==> config.mk <==
export PLATFORM = sky130hd
export DESIGN_NAME = alu_issue_stage_flat
export DESIGN_NICKNAME = d
export VERILOG_FILES = /design/src/rtl/alu_issue_stage_pkg.sv /design/src/rtl/alu_issue_stage_if.sv /design/src/rtl/alu_issue_stage_decoder.sv /design/src/rtl/alu_issue_stage.sv /design/src/flat_wrapper.sv
export SDC_FILE = /design/constraint.sdc
export NUM_CORES = 1
export LEC_CHECK = 0
export ABC_CLOCK_PERIOD_IN_PS = 1700
export CORE_MARGIN = 2
export CORE_UTILIZATION = 42
export CTS_BUF_LIST = sky130_fd_sc_hd__clkbuf_2 sky130_fd_sc_hd__clkbuf_4 sky130_fd_sc_hd__clkbuf_8
export DETAILED_ROUTE_END_ITERATION = 16
export HOLD_SLACK_MARGIN = 0.12
export PLACE_DENSITY = 0.78
export REMOVE_ABC_BUFFERS = 1
export SYNTH_ARGS = -nofsm -noshare
export SYNTH_HDL_FRONTEND = slang
export SYNTH_SLANG_ARGS = --single-unit
==> constraint.sdc <==
create_clock -name clk -period 1.7 [get_ports clk]
set_input_delay 0.51 -clock clk [delete_from_list [all_inputs] [get_ports clk]]
set_output_delay 0.51 -clock clk [all_outputs]
set_load 0.01 [all_outputs]
==> src/rtl/alu_issue_stage_pkg.sv <==
// Shared types and constants for the ALU issue stage: ALU op codes,
// RV32I opcode/funct fields and the decoded issue record.
package alu_pkg;

    localparam int DATA_WIDTH    = 32;
    localparam int OPCODE_LENGTH = 4;

    typedef enum logic [OPCODE_LENGTH-1:0] {
        OP_AND     = 4'b0000,
        OP_OR      = 4'b0001,
        OP_ADD     = 4'b0010,
        OP_XOR     = 4'b0011,
        OP_SLL     = 4'b0100,
        OP_SRL     = 4'b0101,
        OP_SUB     = 4'b0110,
        OP_SRA     = 4'b0111,
        OP_BEQ     = 4'b1000,
        OP_BNE     = 4'b1001,
        OP_BGE     = 4'b1010,
        OP_SLT     = 4'b1100,
        OP_JAL     = 4'b1101,
        OP_ILLEGAL = 4'b1111
    } alu_op_e;

    // RV32I major opcodes
    localparam logic [6:0] OPC_OP     = 7'b0110011;
    localparam logic [6:0] OPC_OP_IMM = 7'b0010011;
    localparam logic [6:0] OPC_LOAD   = 7'b0000011;
    localparam logic [6:0] OPC_STORE  = 7'b0100011;
    localparam logic [6:0] OPC_BRANCH = 7'b1100011;
    localparam logic [6:0] OPC_JAL    = 7'b1101111;
    localparam logic [6:0] OPC_JALR   = 7'b1100111;
    localparam logic [6:0] OPC_LUI    = 7'b0110111;
    localparam logic [6:0] OPC_AUIPC  = 7'b0010111;

    // funct3 encodings used by OP / OP-IMM / BRANCH
    localparam logic [2:0] F3_ADD  = 3'b000;
    localparam logic [2:0] F3_SLL  = 3'b001;
    localparam logic [2:0] F3_SLT  = 3'b010;
    localparam logic [2:0] F3_SLTU = 3'b011;
    localparam logic [2:0] F3_XOR  = 3'b100;
    localparam logic [2:0] F3_SR   = 3'b101;
    localparam logic [2:0] F3_OR   = 3'b110;
    localparam logic [2:0] F3_AND  = 3'b111;
    localparam logic [2:0] F3_BEQ  = 3'b000;
    localparam logic [2:0] F3_BNE  = 3'b001;
    localparam logic [2:0] F3_BLT  = 3'b100;
    localparam logic [2:0] F3_BGE  = 3'b101;

    // funct7 encodings
    localparam logic [6:0] F7_ZERO = 7'b0000000;
    localparam logic [6:0] F7_ALT  = 7'b0100000;

    typedef struct packed {
        logic [DATA_WIDTH-1:0] src_a;
        logic [DATA_WIDTH-1:0] src_b;
        alu_op_e               op;
        logic                  illegal;
    } issue_t;

endpackage

==> src/rtl/alu_issue_stage_if.sv <==
// Decode-to-execute bus of the issue stage: upstream valid/ready with
// instruction operands, downstream valid/ready with ALU operands and op.
interface alu_issue_stage_if #(
    parameter int DATA_WIDTH    = 32,
    parameter int OPCODE_LENGTH = 4
);
    logic                     flush;
    logic                     in_valid;
    logic                     in_ready;
    logic [31:0]              instr;
    logic [DATA_WIDTH-1:0]    pc;
    logic [DATA_WIDTH-1:0]    rs1_data;
    logic [DATA_WIDTH-1:0]    rs2_data;
    logic [DATA_WIDTH-1:0]    imm;
    logic                     out_valid;
    logic                     out_ready;
    logic [DATA_WIDTH-1:0]    SrcA;
    logic [DATA_WIDTH-1:0]    SrcB;
    logic [OPCODE_LENGTH-1:0] Operation;
    logic                     illegal;

    // Environment side: drives decode inputs, consumes execute outputs
    modport master (
        output flush, in_valid, instr, pc, rs1_data, rs2_data, imm, out_ready,
        input  in_ready, out_valid, SrcA, SrcB, Operation, illegal
    );

    // Issue stage side
    modport slave (
        input  flush, in_valid, instr, pc, rs1_data, rs2_data, imm, out_ready,
        output in_ready, out_valid, SrcA, SrcB, Operation, illegal
    );
endinterface

==> src/rtl/alu_issue_stage_decoder.sv <==
// Purely combinational RV32I -> ALU op decoder with operand selection.
// Anything the ALU op set cannot express is reported as illegal with
// zeroed operands.
module alu_op_decoder
    import alu_pkg::*;
(
    input  logic [6:0]            funct7_i,
    input  logic [2:0]            funct3_i,
    input  logic [6:0]            opcode_i,
    input  logic [DATA_WIDTH-1:0] pc_i,
    input  logic [DATA_WIDTH-1:0] rs1_i,
    input  logic [DATA_WIDTH-1:0] rs2_i,
    input  logic [DATA_WIDTH-1:0] imm_i,
    output issue_t                issue_o
);

    alu_op_e               op;
    logic                  bad;
    logic [DATA_WIDTH-1:0] src_a;
    logic [DATA_WIDTH-1:0] src_b;
    logic                  f7_zero;

    assign f7_zero = (funct7_i == F7_ZERO);

    // Opcode/funct decode, operand mux, then illegal override
    always_comb begin
        op    = OP_ILLEGAL;
        bad   = 1'b0;
        src_a = '0;
        src_b = '0;
        case (opcode_i)
            OPC_OP: begin
                src_a = rs1_i;
                src_b = rs2_i;
                case (funct3_i)
                    F3_ADD: begin
                        if (f7_zero)                  op = OP_ADD;
                        else if (funct7_i == F7_ALT)  op = OP_SUB;
                        else                          bad = 1'b1;
                    end
                    F3_SR: begin
                        if (f7_zero)                  op = OP_SRL;
                        else if (funct7_i == F7_ALT)  op = OP_SRA;
                        else                          bad = 1'b1;
                    end
                    F3_SLL: begin op = OP_SLL; bad = !f7_zero; end
                    F3_SLT: begin op = OP_SLT; bad = !f7_zero; end
                    F3_XOR: begin op = OP_XOR; bad = !f7_zero; end
                    F3_OR:  begin op = OP_OR;  bad = !f7_zero; end
                    F3_AND: begin op = OP_AND; bad = !f7_zero; end
                    default: bad = 1'b1;                  // SLTU
                endcase
            end
            OPC_OP_IMM: begin
                src_a = rs1_i;
                src_b = imm_i;
                case (funct3_i)
                    F3_ADD: op = OP_ADD;
                    F3_SLT: op = OP_SLT;
                    F3_XOR: op = OP_XOR;
                    F3_OR:  op = OP_OR;
                    F3_AND: op = OP_AND;
                    F3_SLL: begin op = OP_SLL; bad = !f7_zero; end
                    F3_SR: begin
                        // instr[30] picks arithmetic; the rest of funct7 must be clear
                        op  = funct7_i[5] ? OP_SRA : OP_SRL;
                        bad = funct7_i[6] || (funct7_i[4:0] != 5'd0);
                    end
                    default: bad = 1'b1;                  // SLTIU
                endcase
            end
            OPC_LOAD, OPC_STORE: begin
                op    = OP_ADD;
                src_a = rs1_i;
                src_b = imm_i;
            end
            OPC_BRANCH: begin
                src_a = rs1_i;
                src_b = rs2_i;
                case (funct3_i)
                    F3_BEQ:  op = OP_BEQ;
                    F3_BNE:  op = OP_BNE;
                    F3_BLT:  op = OP_SLT;
                    F3_BGE:  op = OP_BGE;
                    default: bad = 1'b1;                  // unsigned branches
                endcase
            end
            OPC_JAL, OPC_JALR: begin
                // ALU produces pc+4 as the link value from pc on both inputs
                op    = OP_JAL;
                src_a = pc_i;
                src_b = pc_i;
            end
            OPC_LUI: begin
                op    = OP_ADD;
                src_b = imm_i;
            end
            OPC_AUIPC: begin
                op    = OP_ADD;
                src_a = pc_i;
                src_b = imm_i;
            end
            default: bad = 1'b1;
        endcase
        if (bad) begin
            op    = OP_ILLEGAL;
            src_a = '0;
            src_b = '0;
        end
    end

    assign issue_o.src_a   = src_a;
    assign issue_o.src_b   = src_b;
    assign issue_o.op      = op;
    assign issue_o.illegal = bad;

endmodule

==> src/rtl/alu_issue_stage.sv <==
// ID/EX boundary: decodes the incoming instruction and registers it in a
// two-entry skid buffer (OUT + SKID). in_ready depends only on SKID
// occupancy, so execute back-pressure never reaches decode combinationally.
module alu_issue_stage
    import alu_pkg::*;
(
    input  logic              clk,
    input  logic              rst_n,
    alu_issue_stage_if.slave  bus
);

    issue_t dec_issue;
    issue_t out_q, out_d;
    issue_t skid_q, skid_d;
    logic   out_valid_q, out_valid_d;
    logic   skid_valid_q, skid_valid_d;
    logic   accept;
    logic   drain;

    alu_op_decoder u_decoder (
        .funct7_i (bus.instr[31:25]),
        .funct3_i (bus.instr[14:12]),
        .opcode_i (bus.instr[6:0]),
        .pc_i     (bus.pc),
        .rs1_i    (bus.rs1_data),
        .rs2_i    (bus.rs2_data),
        .imm_i    (bus.imm),
        .issue_o  (dec_issue)
    );

    assign bus.in_ready = !skid_valid_q;
    assign accept       = bus.in_valid && !skid_valid_q;
    assign drain        = out_valid_q && bus.out_ready;

    // Next-state of OUT/SKID: flush wins, then drain refills from SKID or input
    always_comb begin
        out_d        = out_q;
        skid_d       = skid_q;
        out_valid_d  = out_valid_q;
        skid_valid_d = skid_valid_q;
        if (bus.flush) begin
            out_valid_d  = 1'b0;
            skid_valid_d = 1'b0;
        end else if (drain) begin
            if (skid_valid_q) begin
                out_d        = skid_q;
                skid_valid_d = 1'b0;
            end else if (accept) begin
                out_d = dec_issue;
            end else begin
                out_valid_d = 1'b0;
            end
        end else if (accept) begin
            if (!out_valid_q) begin
                out_d       = dec_issue;
                out_valid_d = 1'b1;
            end else begin
                skid_d       = dec_issue;
                skid_valid_d = 1'b1;
            end
        end
    end

    // Buffer state registers; reset clears occupancy and output fields
    always_ff @(posedge clk or negedge rst_n) begin
        if (!rst_n) begin
            out_q        <= '0;
            skid_q       <= '0;
            out_valid_q  <= 1'b0;
            skid_valid_q <= 1'b0;
        end else begin
            out_q        <= out_d;
            skid_q       <= skid_d;
            out_valid_q  <= out_valid_d;
            skid_valid_q <= skid_valid_d;
        end
    end

    assign bus.out_valid = out_valid_q;
    assign bus.SrcA      = out_q.src_a;
    assign bus.SrcB      = out_q.src_b;
    assign bus.Operation = out_q.op;
    assign bus.illegal   = out_q.illegal;

endmodule
==> src/flat_wrapper.sv <==
// flat-port wrapper written by rule: the top's interface ports become plain ports
module alu_issue_stage_flat import alu_pkg::*;
  (clk, rst_n, bus_flush, bus_in_valid, bus_instr, bus_pc, bus_rs1_data, bus_rs2_data, bus_imm, bus_out_ready, bus_in_ready, bus_out_valid, bus_SrcA, bus_SrcB, bus_Operation, bus_illegal);
  alu_issue_stage_if bus_i ();
  input  logic clk;
  input  logic rst_n;
  input wire logic [$bits(bus_i.flush)-1:0] bus_flush;
  input wire logic [$bits(bus_i.in_valid)-1:0] bus_in_valid;
  input wire logic [$bits(bus_i.instr)-1:0] bus_instr;
  input wire logic [$bits(bus_i.pc)-1:0] bus_pc;
  input wire logic [$bits(bus_i.rs1_data)-1:0] bus_rs1_data;
  input wire logic [$bits(bus_i.rs2_data)-1:0] bus_rs2_data;
  input wire logic [$bits(bus_i.imm)-1:0] bus_imm;
  input wire logic [$bits(bus_i.out_ready)-1:0] bus_out_ready;
  output wire logic [$bits(bus_i.in_ready)-1:0] bus_in_ready;
  output wire logic [$bits(bus_i.out_valid)-1:0] bus_out_valid;
  output wire logic [$bits(bus_i.SrcA)-1:0] bus_SrcA;
  output wire logic [$bits(bus_i.SrcB)-1:0] bus_SrcB;
  output wire logic [$bits(bus_i.Operation)-1:0] bus_Operation;
  output wire logic [$bits(bus_i.illegal)-1:0] bus_illegal;
  assign bus_i.flush = bus_flush;
  assign bus_i.in_valid = bus_in_valid;
  assign bus_i.instr = bus_instr;
  assign bus_i.pc = bus_pc;
  assign bus_i.rs1_data = bus_rs1_data;
  assign bus_i.rs2_data = bus_rs2_data;
  assign bus_i.imm = bus_imm;
  assign bus_i.out_ready = bus_out_ready;
  assign bus_in_ready = bus_i.in_ready;
  assign bus_out_valid = bus_i.out_valid;
  assign bus_SrcA = bus_i.SrcA;
  assign bus_SrcB = bus_i.SrcB;
  assign bus_Operation = bus_i.Operation;
  assign bus_illegal = bus_i.illegal;
  alu_issue_stage u_core (.clk(clk), .rst_n(rst_n), .bus(bus_i));
endmodule
==> flow_summary.ini <==
[run_status]
status = finished with violations
violations = setup timing

[timing]
fin_crit_ns = 2.06
setup_viol = 138
hold_viol_final = 0
timing.final.ws_setup_ns = -0.356
finalMaxSlewViolations = 0
fmax_mhz = 486
setup_tns_ns = -34.94
max_slew_margin = 0.580
worst_slew_pin_slew_ns = 0.629
fin_skew_ns = 0.0153
finalCritPeriodShare = 1.21
rsz0062_at_grt = true

[route]
dr.pass1.iters = 8
wl_microns = 28400
drcViolationCount = 0
initialDrtViolationCount = 887
ant_nets = 0
wl_per_cell_microns = 22.3
via_per_inst = 6.02
dr_total_vias = 7680

[floorplanning]
initial_core_util = 0.426
ioPinCount = 236
die-area_sq_um = 17000
die_h_microns = 130
coreArea_sq_um = 15800
die_w_microns = 130
row_count = 46

[final_layout]
synthToLayoutAreaGrowth_pct = 79.4
fin_nets = 1211
layout-drive-gt1-share = 0.344
design_area_sq_um = 12100
mostFrequentLayoutCells = dfrtp_1 (140), clkdlybuf4s50_1 (128), buf_4 (106)
insertedDiodeCount = 0
final_common_cell = dfrtp_1
stdcell_count = 1275

[setup_path]
cp-end-kind = flop
crit_fanout = 6
arrival_ns = 2.38
cp.required_ns = 2.02
cp_slowest_cell = a32oi_4
cp-start-kind = input pin
cp_common_cell = buf_6
path_class = in2reg
worstPathCellList = clkdlybuf4s15_1 > nor2b_4 > nand4_1 > a32oi_4 > buf_6 > nand3_4 > buf_4 > buf_6 > nor2_4 > a21oi_1
max_stage_delay_ns = 0.36

[logic_synthesis]
async_reset_ff_frac = 1.00
ys_warn_count = 0
yosysUniqueCellTypes = 47
ys_seq_area_frac = 0.522
synth-edff-count = 0
ys.flop_type = dfrtp_1
syn_area_per_cell_sq_um = 9.62
ys_seq_elements = 140
synth_cells = 698
synthesis.area_sq_um = 6720

[clock_tree]
clock-root-buffer = clkbuf_8
clk_pin_slew_ns = 0.08
tritoncts = done
clock-sinks = 140
htree_levels = 4
insertion_delay_ns = 0.45
numCtsBuffers = 17
cts.path.max_buffers = 2

[global_routing]
grt_util_all_layers = 0.295
antenna_found_initial = 0
grt_max_degree = 65
grt_pass1_wl_microns = 38400
globalRouteOverflowTotal = 0
grt_pass1_vias = 7124

[worst_hold_path]
hold_class = in2reg

[power_and_ir_drop]
power_leakage_nw = 4.96
powerDensity_nw_per_um2 = 743
ir_worst_vdd_v = 0.000760

[flow_run]
drv_cap = 0

[place]
post-place-ws_ns = -1.09
dpl.hpwl_microns = 14900
numPortBuffers = 220
place.gp.congestion = 0.891
placed_cells = 1178
placed_area_sq_um = 9980
-- metrics by stage --
stage | util | hold slack, ns | total power [mW]
2_1_floorplan | - | 0.214 | 4.69
4_1_cts | 0.715 | 0.495 | 8.70
3_3_place_gp | 0.633 | 0.444 | 6.10
5_1_grt | 0.764 | 0.425 | 9.29
3_5_place_dp | 0.633 | 0.444 | 6.14
6_report | 0.764 | 0.444 | 8.96
-- registers in the layout (all words and copies together), names as in the netlist --
register	flops
u_core.bus.Operation	4
u_core.bus.SrcA	32
u_core.bus.SrcB	32
u_core.bus.illegal	1
u_core.bus.out_valid	1
u_core.skid_q	69
u_core.skid_valid_q	1
-- worst max-delay path: cells and delay by family --
| kind | cells | cell delay, ns |
|---|---|---|
| buffers and inverters | 4 | 0.73 |
| AOI/OAI and AO/OA | 2 | 0.45 |
| and+or+nand+nor | 4 | 0.67 |
-- routing by layer --
layer	track usage	up-vias	routed length, microns	part of all wire
met3	0.0696	100	2390	0.084
met5	0	-	0	0
met1	0.376	3762	10600	0.37
met4	0.120	0	1120	0.039
li1	-	3343	-	-
met2	0.489	475	14300	0.50
-- worst paths after layout --
| kind | slack [ns] | startpoint | to | cells after the start |
|---|---|---|---|---|
| max | -0.36 | bus_instr[5] | u_core.skid_q[4]$_DFFE_PN0P_ | 10 |
| min reg2reg | 0.49 | u_core.skid_q[60]$_DFFE_PN0P_ | u_core.skid_q[60]$_DFFE_PN0P_ | 2 |
| max in group asynchronous | 0.62 | rst_n | u_core.bus.SrcB[22]$_DFFE_PN0P_ | 3 |
| min in group asynchronous | 0.54 | rst_n | u_core.bus.SrcB[30]$_DFFE_PN0P_ | 2 |
| max reg2reg | -0.27 | u_core.bus.out_valid$_DFFE_PN0P_ | u_core.skid_q[4]$_DFFE_PN0P_ | 8 |
| min | 0.44 | bus_flush | u_core.bus.out_valid$_DFFE_PN0P_ | 3 |
-- cell families (layout without fill, tap and decap cells) --
kind of cell / Yosys count / in the layout / share of synthesized area
and+or+nand+nor: 184 / 185 / 0.124
xor gates and xnor gates: 1 / 1 / 0.00130
AOI/OAI and AO/OA: 299 / 299 / 0.306
buffers and inverters: 74 / 434 / 0.0471
DFF: 140 / 140 / 0.522
-- cells in the mapped netlist (2+ instances only) --
cell type,instances,area [sq um]
a211oi_1,2,15.0
a21oi_1,72,360
a222oi_1,32,320
a22oi_1,32,240
a2bb2oi_1,64,561
and3_1,2,12.5
buf_1,2,7.51
buf_2,13,65.1
buf_6,3,33.8
clkbuf_1,46,173
dfrtp_1,140,3500
inv_1,10,37.5
nand2_1,71,267
nand2b_1,3,18.8
nand3_1,6,30.0
nand3_2,2,20.0
nand3b_1,4,30.0
nor2_1,74,278
nor2b_1,4,25.0
nor3_1,3,15.0
nor4_1,6,37.5
o211ai_1,3,22.5
o21ai_0,68,340
o21ai_1,9,45.0
o221ai_1,2,17.5
o22ai_1,4,25.0
-- where the power goes --
group          internal, mW  leakage (nW)  total, mW  switching, mW
Clock                  1.32         0.185       2.77           1.45
Combinational          1.18          2.98       2.28           1.09
Sequential             3.69          1.80       3.91          0.225
-- cell type report --
type                    instances  area [sq um]
clock buffers                  17           234
fillers                       994          3720
inverters                      10          40.0
flip-flops and latches        140          3500
clock inverters                15           164
multi-input cells             485          3740
repair buffers                392          4100
well taps                     216           270
-- repair_timing --
| action | CTS | global route |
|---|---|---|
| setup buffers | 29 | 22 |
| hold endpoints to repair | 34 | 0 |
| hold buffers | 1 | 0 |
| resized for setup | 242 | 163 |
| gates cloned | 12 | 7 |
| pin swaps | 96 | 74 |
| setup endpoints to repair | 209 | 155 |
(Power assumes the default switching activity.)
